## src/rtl/lsu_controller_pkg.sv

```systemverilog
// -----------------------------------------------------------------------------
// loopyV_data_types
// Shared types and helpers for the MEM-stage load/store unit.
//   LsuStateType : access sequencer states
//   LS_*         : funct3 encodings of the RV32 load/store size field
//   ls_legal     : funct3 names a supported load/store size
//   ls_aligned   : address is naturally aligned for the access size
//   ls_byte_en   : byte-enable pattern for a size and byte offset
// -----------------------------------------------------------------------------
package loopyV_data_types;

    typedef enum logic [1:0] {
        LSU_IDLE,
        LSU_WAIT_GNT,
        LSU_WAIT_RVALID
    } LsuStateType;

    localparam logic [2:0] LS_B  = 3'b000;
    localparam logic [2:0] LS_H  = 3'b001;
    localparam logic [2:0] LS_W  = 3'b010;
    localparam logic [2:0] LS_BU = 3'b100;
    localparam logic [2:0] LS_HU = 3'b101;

    function automatic logic ls_legal(input logic [2:0] funct3);
        logic ok;
        case (funct3)
            LS_B, LS_H, LS_W, LS_BU, LS_HU: ok = 1'b1;
            default:                        ok = 1'b0;
        endcase
        return ok;
    endfunction

    // funct3[1:0] is the size for every legal encoding (00 byte, 01 half, 10 word)
    function automatic logic ls_aligned(input logic [2:0] funct3, input logic [1:0] offs);
        logic ok;
        case (funct3[1:0])
            2'b01:   ok = (offs[0] == 1'b0);
            2'b10:   ok = (offs == 2'b00);
            default: ok = 1'b1;
        endcase
        return ok;
    endfunction

    function automatic logic [3:0] ls_byte_en(input logic [2:0] funct3, input logic [1:0] offs);
        logic [3:0] be;
        case (funct3[1:0])
            2'b00:   be = 4'b0001 << offs;
            2'b01:   be = 4'b0011 << offs;
            default: be = 4'b1111;
        endcase
        return be;
    endfunction

endpackage

```

## src/rtl/lsu_controller_if.sv

```systemverilog
// -----------------------------------------------------------------------------
// lsu_controller_if
// Request/grant/response data-memory port.
//   dmReq/dmGnt           : request handshake (LSU -> memory / memory -> LSU)
//   dmAddr/dmWe/dmBe/dmWData : access attributes, word-aligned address
//   dmRValid/dmRData/dmErr : response, dmErr qualified by dmRValid
// Modports: master (LSU side), slave (memory side).
// -----------------------------------------------------------------------------
interface lsu_controller_if;
    logic        dmReq;
    logic        dmGnt;
    logic [31:0] dmAddr;
    logic        dmWe;
    logic [3:0]  dmBe;
    logic [31:0] dmWData;
    logic        dmRValid;
    logic [31:0] dmRData;
    logic        dmErr;

    modport master (
        output dmReq, dmAddr, dmWe, dmBe, dmWData,
        input  dmGnt, dmRValid, dmRData, dmErr
    );

    modport slave (
        input  dmReq, dmAddr, dmWe, dmBe, dmWData,
        output dmGnt, dmRValid, dmRData, dmErr
    );
endinterface

```

## src/rtl/lsu_controller_load_align.sv

```systemverilog
// -----------------------------------------------------------------------------
// lsu_load_align
// Combinational load extraction: picks the byte/halfword addressed by the low
// address bits out of the bus word and sign- or zero-extends it.
//   i_rdata  : raw bus read word
//   i_addr   : byte offset within the word
//   i_funct3 : load size/sign selector
//   o_data   : extended load result
// -----------------------------------------------------------------------------
module lsu_load_align
    import loopyV_data_types::*;
(
    input  logic [31:0] i_rdata,
    input  logic [1:0]  i_addr,
    input  logic [2:0]  i_funct3,
    output logic [31:0] o_data
);
    logic [7:0]  w_byte;
    logic [15:0] w_half;

    assign w_byte = i_rdata[{i_addr, 3'b000} +: 8];
    assign w_half = i_addr[1] ? i_rdata[31:16] : i_rdata[15:0];

    always_comb begin
        o_data = i_rdata;
        case (i_funct3)
            LS_B:    o_data = {{24{w_byte[7]}}, w_byte};
            LS_BU:   o_data = {24'h0, w_byte};
            LS_H:    o_data = {{16{w_half[15]}}, w_half};
            LS_HU:   o_data = {16'h0, w_half};
            default: o_data = i_rdata;
        endcase
    end
endmodule

```

## src/rtl/lsu_controller.sv

```systemverilog
// -----------------------------------------------------------------------------
// lsu_controller
// MEM-stage load/store sequencer: issues one data-memory access at a time,
// stalls the pipeline until the response, forms byte enables / store lanes and
// returns the extended load word one cycle after the response (WB alignment).
// Optional feature macro: LSU_TIMEOUT_EN (bus wait limit of TIMEOUT_CYCLES).
// Ports:
//   clk, rst                 : clock, synchronous active-high reset
//   memReqMEM/memWeMEM       : access present / store select
//   dmAddrMEM/storeDataMEM   : byte address / rs2
//   loadStoreByteSelectMEM   : funct3
//   stallMEM                 : pipeline freeze
//   loadDataWB/loadValidWB   : load result and its one-cycle valid
//   misalignedFault          : misaligned access pulse (same cycle)
//   accessError              : illegal funct3 (same cycle) or bus error/timeout
//                              (cycle after)
//   dm                       : data-memory port (master side)
// -----------------------------------------------------------------------------
module lsu_controller
    import loopyV_data_types::*;
#(
    parameter int unsigned TIMEOUT_CYCLES = 255
) (
    input  logic        clk,
    input  logic        rst,
    input  logic        memReqMEM,
    input  logic        memWeMEM,
    input  logic [31:0] dmAddrMEM,
    input  logic [31:0] storeDataMEM,
    input  logic [2:0]  loadStoreByteSelectMEM,
    output logic        stallMEM,
    output logic [31:0] loadDataWB,
    output logic        loadValidWB,
    output logic        misalignedFault,
    output logic        accessError,
    lsu_controller_if.master dm
);
    LsuStateType r_state, w_state_next;

    logic        w_legal, w_aligned, w_access, w_accept, w_rsp, w_timeout;
    logic [3:0]  w_be_in;
    logic [31:0] w_wdata_in;
    logic [31:0] w_load_ext;

    logic [31:0] r_addr;
    logic        r_we;
    logic [3:0]  r_be;
    logic [31:0] r_wdata;
    logic [2:0]  r_funct3;
    logic [31:0] r_load_data;
    logic        r_load_valid;
    logic        r_rsp_err;

    assign w_legal   = ls_legal(loadStoreByteSelectMEM);
    assign w_aligned = ls_aligned(loadStoreByteSelectMEM, dmAddrMEM[1:0]);
    assign w_access  = memReqMEM & w_legal & w_aligned;
    assign w_accept  = !rst && (r_state == LSU_IDLE) && w_access;
    assign w_rsp     = (r_state == LSU_WAIT_RVALID) && dm.dmRValid;
    assign w_be_in   = ls_byte_en(loadStoreByteSelectMEM, dmAddrMEM[1:0]);

    // Store lane replication: byte -> all lanes, half -> both halves, word as-is
    genvar gi;
    generate
        for (gi = 0; gi < 4; gi++) begin : g_lane
            assign w_wdata_in[gi*8 +: 8] =
                (loadStoreByteSelectMEM[1:0] == 2'b00) ? storeDataMEM[7:0] :
                (loadStoreByteSelectMEM[1:0] == 2'b01) ? storeDataMEM[(gi%2)*8 +: 8] :
                                                         storeDataMEM[gi*8 +: 8];
        end
    endgenerate

`ifdef LSU_TIMEOUT_EN
    localparam int CNT_W = $clog2(TIMEOUT_CYCLES + 1);
    logic [CNT_W-1:0] r_wait_cnt;

    // Restart on every entry into a wait state; a real grant/response wins
    always_ff @(posedge clk) begin
        if (rst || r_state == LSU_IDLE || w_state_next != r_state)
            r_wait_cnt <= '0;
        else
            r_wait_cnt <= r_wait_cnt + 1'b1;
    end

    assign w_timeout = (r_state != LSU_IDLE)
                    && (r_wait_cnt == CNT_W'(TIMEOUT_CYCLES - 1))
                    && !((r_state == LSU_WAIT_GNT) && dm.dmGnt)
                    && !w_rsp;
`else
    assign w_timeout = 1'b0;
`endif

    always_ff @(posedge clk) begin
        if (rst) r_state <= LSU_IDLE;
        else     r_state <= w_state_next;
    end

    always_comb begin
        w_state_next = r_state;
        dm.dmReq     = 1'b0;
        case (r_state)
            LSU_IDLE: begin
                if (w_accept) begin
                    dm.dmReq     = 1'b1;
                    w_state_next = dm.dmGnt ? LSU_WAIT_RVALID : LSU_WAIT_GNT;
                end
            end
            LSU_WAIT_GNT: begin
                dm.dmReq = 1'b1;
                if (dm.dmGnt) begin
                    w_state_next = LSU_WAIT_RVALID;
                end else if (w_timeout) begin
                    dm.dmReq     = 1'b0;
                    w_state_next = LSU_IDLE;
                end
            end
            LSU_WAIT_RVALID: begin
                if (dm.dmRValid || w_timeout) w_state_next = LSU_IDLE;
            end
            default: w_state_next = LSU_IDLE;
        endcase
        if (rst) dm.dmReq = 1'b0;
    end

    // Accepting cycle drives the bus straight from MEM; afterwards the latch holds it
    assign dm.dmAddr  = w_accept ? {dmAddrMEM[31:2], 2'b00} : {r_addr[31:2], 2'b00};
    assign dm.dmWe    = w_accept ? memWeMEM     : r_we;
    assign dm.dmBe    = w_accept ? w_be_in      : r_be;
    assign dm.dmWData = w_accept ? w_wdata_in   : r_wdata;

    always_ff @(posedge clk) begin
        if (rst) begin
            r_addr   <= '0;
            r_we     <= 1'b0;
            r_be     <= '0;
            r_wdata  <= '0;
            r_funct3 <= '0;
        end else if (w_accept) begin
            r_addr   <= dmAddrMEM;
            r_we     <= memWeMEM;
            r_be     <= w_be_in;
            r_wdata  <= w_wdata_in;
            r_funct3 <= loadStoreByteSelectMEM;
        end
    end

    lsu_load_align u_load_align (
        .i_rdata  (dm.dmRData),
        .i_addr   (r_addr[1:0]),
        .i_funct3 (r_funct3),
        .o_data   (w_load_ext)
    );

    always_ff @(posedge clk) begin
        if (rst) begin
            r_load_data  <= '0;
            r_load_valid <= 1'b0;
            r_rsp_err    <= 1'b0;
        end else begin
            r_load_valid <= 1'b0;
            r_rsp_err    <= 1'b0;
            if (w_rsp) begin
                r_rsp_err <= dm.dmErr;
                if (!r_we) begin
                    r_load_valid <= 1'b1;
                    r_load_data  <= dm.dmErr ? 32'h0 : w_load_ext;
                end
            end else if (w_timeout) begin
                r_rsp_err <= 1'b1;
                if (!r_we) begin
                    r_load_valid <= 1'b1;
                    r_load_data  <= 32'h0;
                end
            end
        end
    end

    assign stallMEM        = w_access && !w_rsp && !w_timeout;
    assign loadDataWB      = r_load_data;
    assign loadValidWB     = r_load_valid;
    assign misalignedFault = !rst && (r_state == LSU_IDLE) && memReqMEM && w_legal && !w_aligned;
    assign accessError     = r_rsp_err
                          || (!rst && (r_state == LSU_IDLE) && memReqMEM && !w_legal);
endmodule

```

## src/flat_wrapper.sv

```systemverilog
// flat-port wrapper written by rule: the top's interface ports become plain ports
module lsu_controller_flat import loopyV_data_types::*;
#(
    parameter int unsigned TIMEOUT_CYCLES = 255
)
  (clk, rst, memReqMEM, memWeMEM, dmAddrMEM, storeDataMEM, loadStoreByteSelectMEM, stallMEM, loadDataWB, loadValidWB, misalignedFault, accessError, dm_dmReq, dm_dmAddr, dm_dmWe, dm_dmBe, dm_dmWData, dm_dmGnt, dm_dmRValid, dm_dmRData, dm_dmErr);
  lsu_controller_if dm_i ();
  input  logic clk;
  input  logic rst;
  input  logic memReqMEM;
  input  logic memWeMEM;
  input  logic [31:0] dmAddrMEM;
  input  logic [31:0] storeDataMEM;
  input  logic [2:0] loadStoreByteSelectMEM;
  output logic stallMEM;
  output logic [31:0] loadDataWB;
  output logic loadValidWB;
  output logic misalignedFault;
  output logic accessError;
  output wire logic [$bits(dm_i.dmReq)-1:0] dm_dmReq;
  output wire logic [$bits(dm_i.dmAddr)-1:0] dm_dmAddr;
  output wire logic [$bits(dm_i.dmWe)-1:0] dm_dmWe;
  output wire logic [$bits(dm_i.dmBe)-1:0] dm_dmBe;
  output wire logic [$bits(dm_i.dmWData)-1:0] dm_dmWData;
  input wire logic [$bits(dm_i.dmGnt)-1:0] dm_dmGnt;
  input wire logic [$bits(dm_i.dmRValid)-1:0] dm_dmRValid;
  input wire logic [$bits(dm_i.dmRData)-1:0] dm_dmRData;
  input wire logic [$bits(dm_i.dmErr)-1:0] dm_dmErr;
  assign dm_dmReq = dm_i.dmReq;
  assign dm_dmAddr = dm_i.dmAddr;
  assign dm_dmWe = dm_i.dmWe;
  assign dm_dmBe = dm_i.dmBe;
  assign dm_dmWData = dm_i.dmWData;
  assign dm_i.dmGnt = dm_dmGnt;
  assign dm_i.dmRValid = dm_dmRValid;
  assign dm_i.dmRData = dm_dmRData;
  assign dm_i.dmErr = dm_dmErr;
  lsu_controller #(.TIMEOUT_CYCLES(TIMEOUT_CYCLES)) u_core (.clk(clk), .rst(rst), .memReqMEM(memReqMEM), .memWeMEM(memWeMEM), .dmAddrMEM(dmAddrMEM), .storeDataMEM(storeDataMEM), .loadStoreByteSelectMEM(loadStoreByteSelectMEM), .stallMEM(stallMEM), .loadDataWB(loadDataWB), .loadValidWB(loadValidWB), .misalignedFault(misalignedFault), .accessError(accessError), .dm(dm_i));
endmodule
```

## config.mk

```make
export PLATFORM = sky130hd
export DESIGN_NAME = lsu_controller_flat
export DESIGN_NICKNAME = d
export VERILOG_FILES = /design/src/rtl/lsu_controller_pkg.sv /design/src/rtl/lsu_controller_if.sv /design/src/rtl/lsu_controller_load_align.sv /design/src/rtl/lsu_controller.sv /design/src/flat_wrapper.sv
export SDC_FILE = /design/constraint.sdc
export NUM_CORES = 1
export LEC_CHECK = 0
export CORE_ASPECT_RATIO = 1.2
export CORE_MARGIN = 3
export CORE_UTILIZATION = 49
export CTS_CLUSTER_DIAMETER = 120
export DETAILED_ROUTE_END_ITERATION = 8
export GPL_TIMING_DRIVEN = 0
export PLACE_DENSITY_LB_ADDON = 0.15
export RECOVER_POWER = 100
export SYNTH_ARGS = -nofsm -noshare
export SYNTH_HDL_FRONTEND = slang
export SYNTH_SLANG_ARGS = --single-unit
```

## constraint.sdc

```tcl
create_clock -name clk -period 6.06 [get_ports clk]
set_input_delay 1.212 -clock clk [delete_from_list [all_inputs] [get_ports clk]]
set_output_delay 1.212 -clock clk [all_outputs]
set_load 0.03 [all_outputs]
```

==> impl_metrics.json, run 1 <==
{
  "syn2layout_area_growth_pct": 43.9,
  "synth_cell_types": 42,
  "die_w_um": 106,
  "fin_area_sq_um": 8480,
  "setup_viol": 0,
  "synthArstFlopShare": 0,
  "cts.path.max_buffers": 2,
  "via_count": 5330,
  "place_congestion": 0.926,
  "path_cells": "dlygate4sd3_1, inv_1, ha_1, clkbuf_1, nor2_1, a21oi_1, o21a_1, buf_4, clkbuf_1, o21ai_0, dlygate4sd3_1",
  "setup_tns_ns": 0,
  "irDropWorstVdd_v": 0.000123,
  "r2r_setup_slack_ns": 3.22,
  "hold-worst-slack_ns": 0.453,
  "syn_area_per_cell_sq_um": 9.58,
  "fin_crit_ns": 5.67,
  "cts_hold_buffers": 0,
  "antenna_found_initial": 0,
  "ys_seq_area_frac": 0.367,
  "postSynthCellCount": 615,
  "initial_core_util": 0.505,
  "r2r_start": "u_core.r_state[1]",
  "overflow": 0,
  "place_ws_ns": 0.649,
  "setup_ws_ns": 0.395,
  "drc": 0,
  "crit_start": "loadStoreByteSelectMEM[1]",
  "status": "finished clean",
  "drive_gt1_frac": 0.197,
  "grt_pass1_vias": 5610,
  "critPathLaunchType": "input port",
  "finalClockSkew_ns": 0.00593,
  "grt_pass1_wl_mm": 28.1,
  "cts_buffers": 9,
  "drt_pass1_iterations": 7,
  "nets": 945,
  "powerDensity_nw_per_um2": 213,
  "vias_per_cell": 5.34,
  "drt_wl_total_mm": 17.6,
  "coreArea_sq_um": 11700,
  "yosysWarnings": 0,
  "dieArea_sq_um": 13400,
  "yosys_register_bits": 108,
  "place_area_sq_um": 8180,
  "io_buffers": 209,
  "drtIter0Drc": 214,
  "endpoint_kind": "output port",
  "hold_viol_final": 0,
  "post_cts_buffers": 0,
  "die_y_um": 126,
  "drtAntennaViolNets": 0,
  "crit_end": "dm_dmWData[31]",
  "slowest_stage": "dlygate4sd3_1",
  "hpwl_mm": 14.0,
  "clkLatencyLatePin_ns": 0.34,
  "slew_headroom": 0.215,
  "cts.sinks": 108,
  "synth_edf_count": 0,
  "max_stage_delay_ns": 0.72,
  "rsz0062_at_grt": "no",
  "timing.max_cap.violations": 0,
  "wl_per_cell_um": 17.6,
  "cp_max_fo": 10,
  "clk_pin_slew_ns": 0.07,
  "worstSetupPathType": "in -> out",
  "syn_area_sq_um": 5890,
  "num_io_pins": 212,
  "power_uw": 1810,
  "slew_viol_final": 0,
  "diodes": 0,
  "arrival_ns": 4.45,
  "min_period_over_period": 0.935,
  "cts-root-buf": "clkbuf_16",
  "tightest_slew_ns": 1.17,
  "worstReg2RegEnd": "u_core.loadDataWB[23]",
  "hold_class": "reg -> reg",
  "cts_tree": "done",
  "n_fill_cell": 918,
  "max_freq_ghz": 0.177,
  "grt_max_degree": 19,
  "synth_top_flop_cell": "dfxtp_1",
  "htreeDepth": 3,
  "rr_worst_depth": 5,
  "fp-row-count": 43,
  "ctsResizeCount": 0,
  "power_leakage_uw": 0.00372,
  "crit_required_ns": 4.85,
  "grt.total_usage": 0.260
}
-- cell type report --
type | instances | area, sq um | share of cell area
sequential | 108 | 2160 | 0.255
timing repair buffer | 209 | 2090 | 0.247
tap | 157 | 196 | 0.0232
inverter | 24 | 90.1 | 0.0106
clock buffer | 10 | 239 | 0.0282
buffer | 49 | 254 | 0.0300
multi-input combinational | 435 | 3370 | 0.398
clock inverter | 6 | 71.3 | 0.00841
-- where the power goes --
part	internal [uW]	switching, uW	leakage [uW]
clock network	337	272	0.000151
logic	214	232	0.00269
registers	739	14.0	0.000876
-- synth_stat cells (2+ instances only) --
| master | n | area, sq um |
|---|---|---|
| nor2_1 | 6 | 22.5 |
| inv_1 | 24 | 90.1 |
| o22ai_1 | 2 | 12.5 |
| buf_4 | 4 | 30.0 |
| o211ai_1 | 10 | 75.1 |
| o21ai_0 | 60 | 300 |
| a21oi_1 | 21 | 105 |
| mux2_4 | 7 | 105 |
| nor2b_1 | 66 | 413 |
| nor3b_1 | 2 | 15.0 |
| ha_1 | 3 | 37.5 |
| buf_2 | 6 | 30.0 |
| buf_1 | 3 | 11.3 |
| mux2_2 | 128 | 1440 |
| clkbuf_1 | 27 | 101 |
| mux2i_1 | 20 | 200 |
| nand2_1 | 47 | 176 |
| a32o_1 | 8 | 80.1 |
| buf_6 | 7 | 78.8 |
| clkbuf_2 | 2 | 10.0 |
| nand2b_1 | 25 | 156 |
| o31ai_1 | 10 | 75.1 |
| dfxtp_1 | 108 | 2160 |
-- metrics by stage --
stage                     utilization  instances
final                           0.726        998
after floorplan                     -        616
after CTS                       0.728        998
after global placement          0.701        982
after global routing            0.726        998
after detailed placement        0.701        982
-- layer usage --
layer | wire length, um | vias to the layer above | global-route usage | part of all wire
met1 | 6650 | 2510 | 0.288 | 0.38
li1 | - | 2573 | - | -
met3 | 1280 | 43 | 0.0641 | 0.073
met5 | 0 | - | 0 | 0
met4 | 562 | 0 | 0.121 | 0.032
met2 | 9090 | 204 | 0.464 | 0.52
-- sequential cells by signal (all words and copies together) (netlist names) --
signal,count
u_core.r_wdata,32
u_core.r_we,1
u_core.r_state,2
u_core.loadDataWB,32
u_core.r_addr,32
u_core.loadValidWB,1
u_core.r_funct3,3
u_core.r_rsp_err,1
u_core.r_be,4
-- kinds of logic after synthesis --
family / share of synthesized area
flip-flops: 0.367
multiplexers: 0.300
buffers and inverters: 0.0597
other: 0.000636
adder cells (fa/ha/maj): 0.00637
AND/OR/NAND/NOR: 0.141
AO/OA/AOI/OAI: 0.125
-- placed cells by master, fill, tap and decap left out, drive strengths merged, types with 3 or more instances in the layout --
master,instances
a21oi,22
nor2,6
o21ai,61
o211ai,10
dfxtp,108
clkdlybuf4s50,103
dlygate4sd3,106
clkbuf,45
nand2,47
inv,26
ha,3
nand2b,25
nor2b,66
a32o,8
buf,14
mux2,135
o31ai,10
mux2i,20
-- how the worst min path moves through the flow --
stage	start	end	slack, ns	depth (start not counted)
floorplan	u_core.r_wdata[24]	u_core.r_wdata[24]	0.44	2
global placement	u_core.loadDataWB[28]	u_core.loadDataWB[28]	0.43	2
detailed placement	u_core.loadDataWB[2]	u_core.loadDataWB[2]	0.44	2
CTS	u_core.loadDataWB[2]	u_core.loadDataWB[2]	0.46	2
global route	u_core.loadDataWB[2]	u_core.loadDataWB[2]	0.49	2
finish	u_core.loadDataWB[28]	u_core.loadDataWB[28]	0.45	2
-- critical path: cells and delay by family --
kind            cells  cell delay (ns)
compound gates      3             0.71
simple gates        1             0.12
buf+inv             6             2.26
fa+ha+maj           1             0.15
Power figures use the tool's default switching activity.
==> inputs of run 2 (changes only) <==
--- a/config.mk
+++ b/config.mk
@@ -16,3 +16,4 @@
 export SYNTH_ARGS = -nofsm -noshare
 export SYNTH_HDL_FRONTEND = slang
 export SYNTH_SLANG_ARGS = --single-unit
+export TNS_END_PERCENT = 20
==> results of run 2 <==
Same layout as run 1: the final DEF is identical, and so are final timing and power.
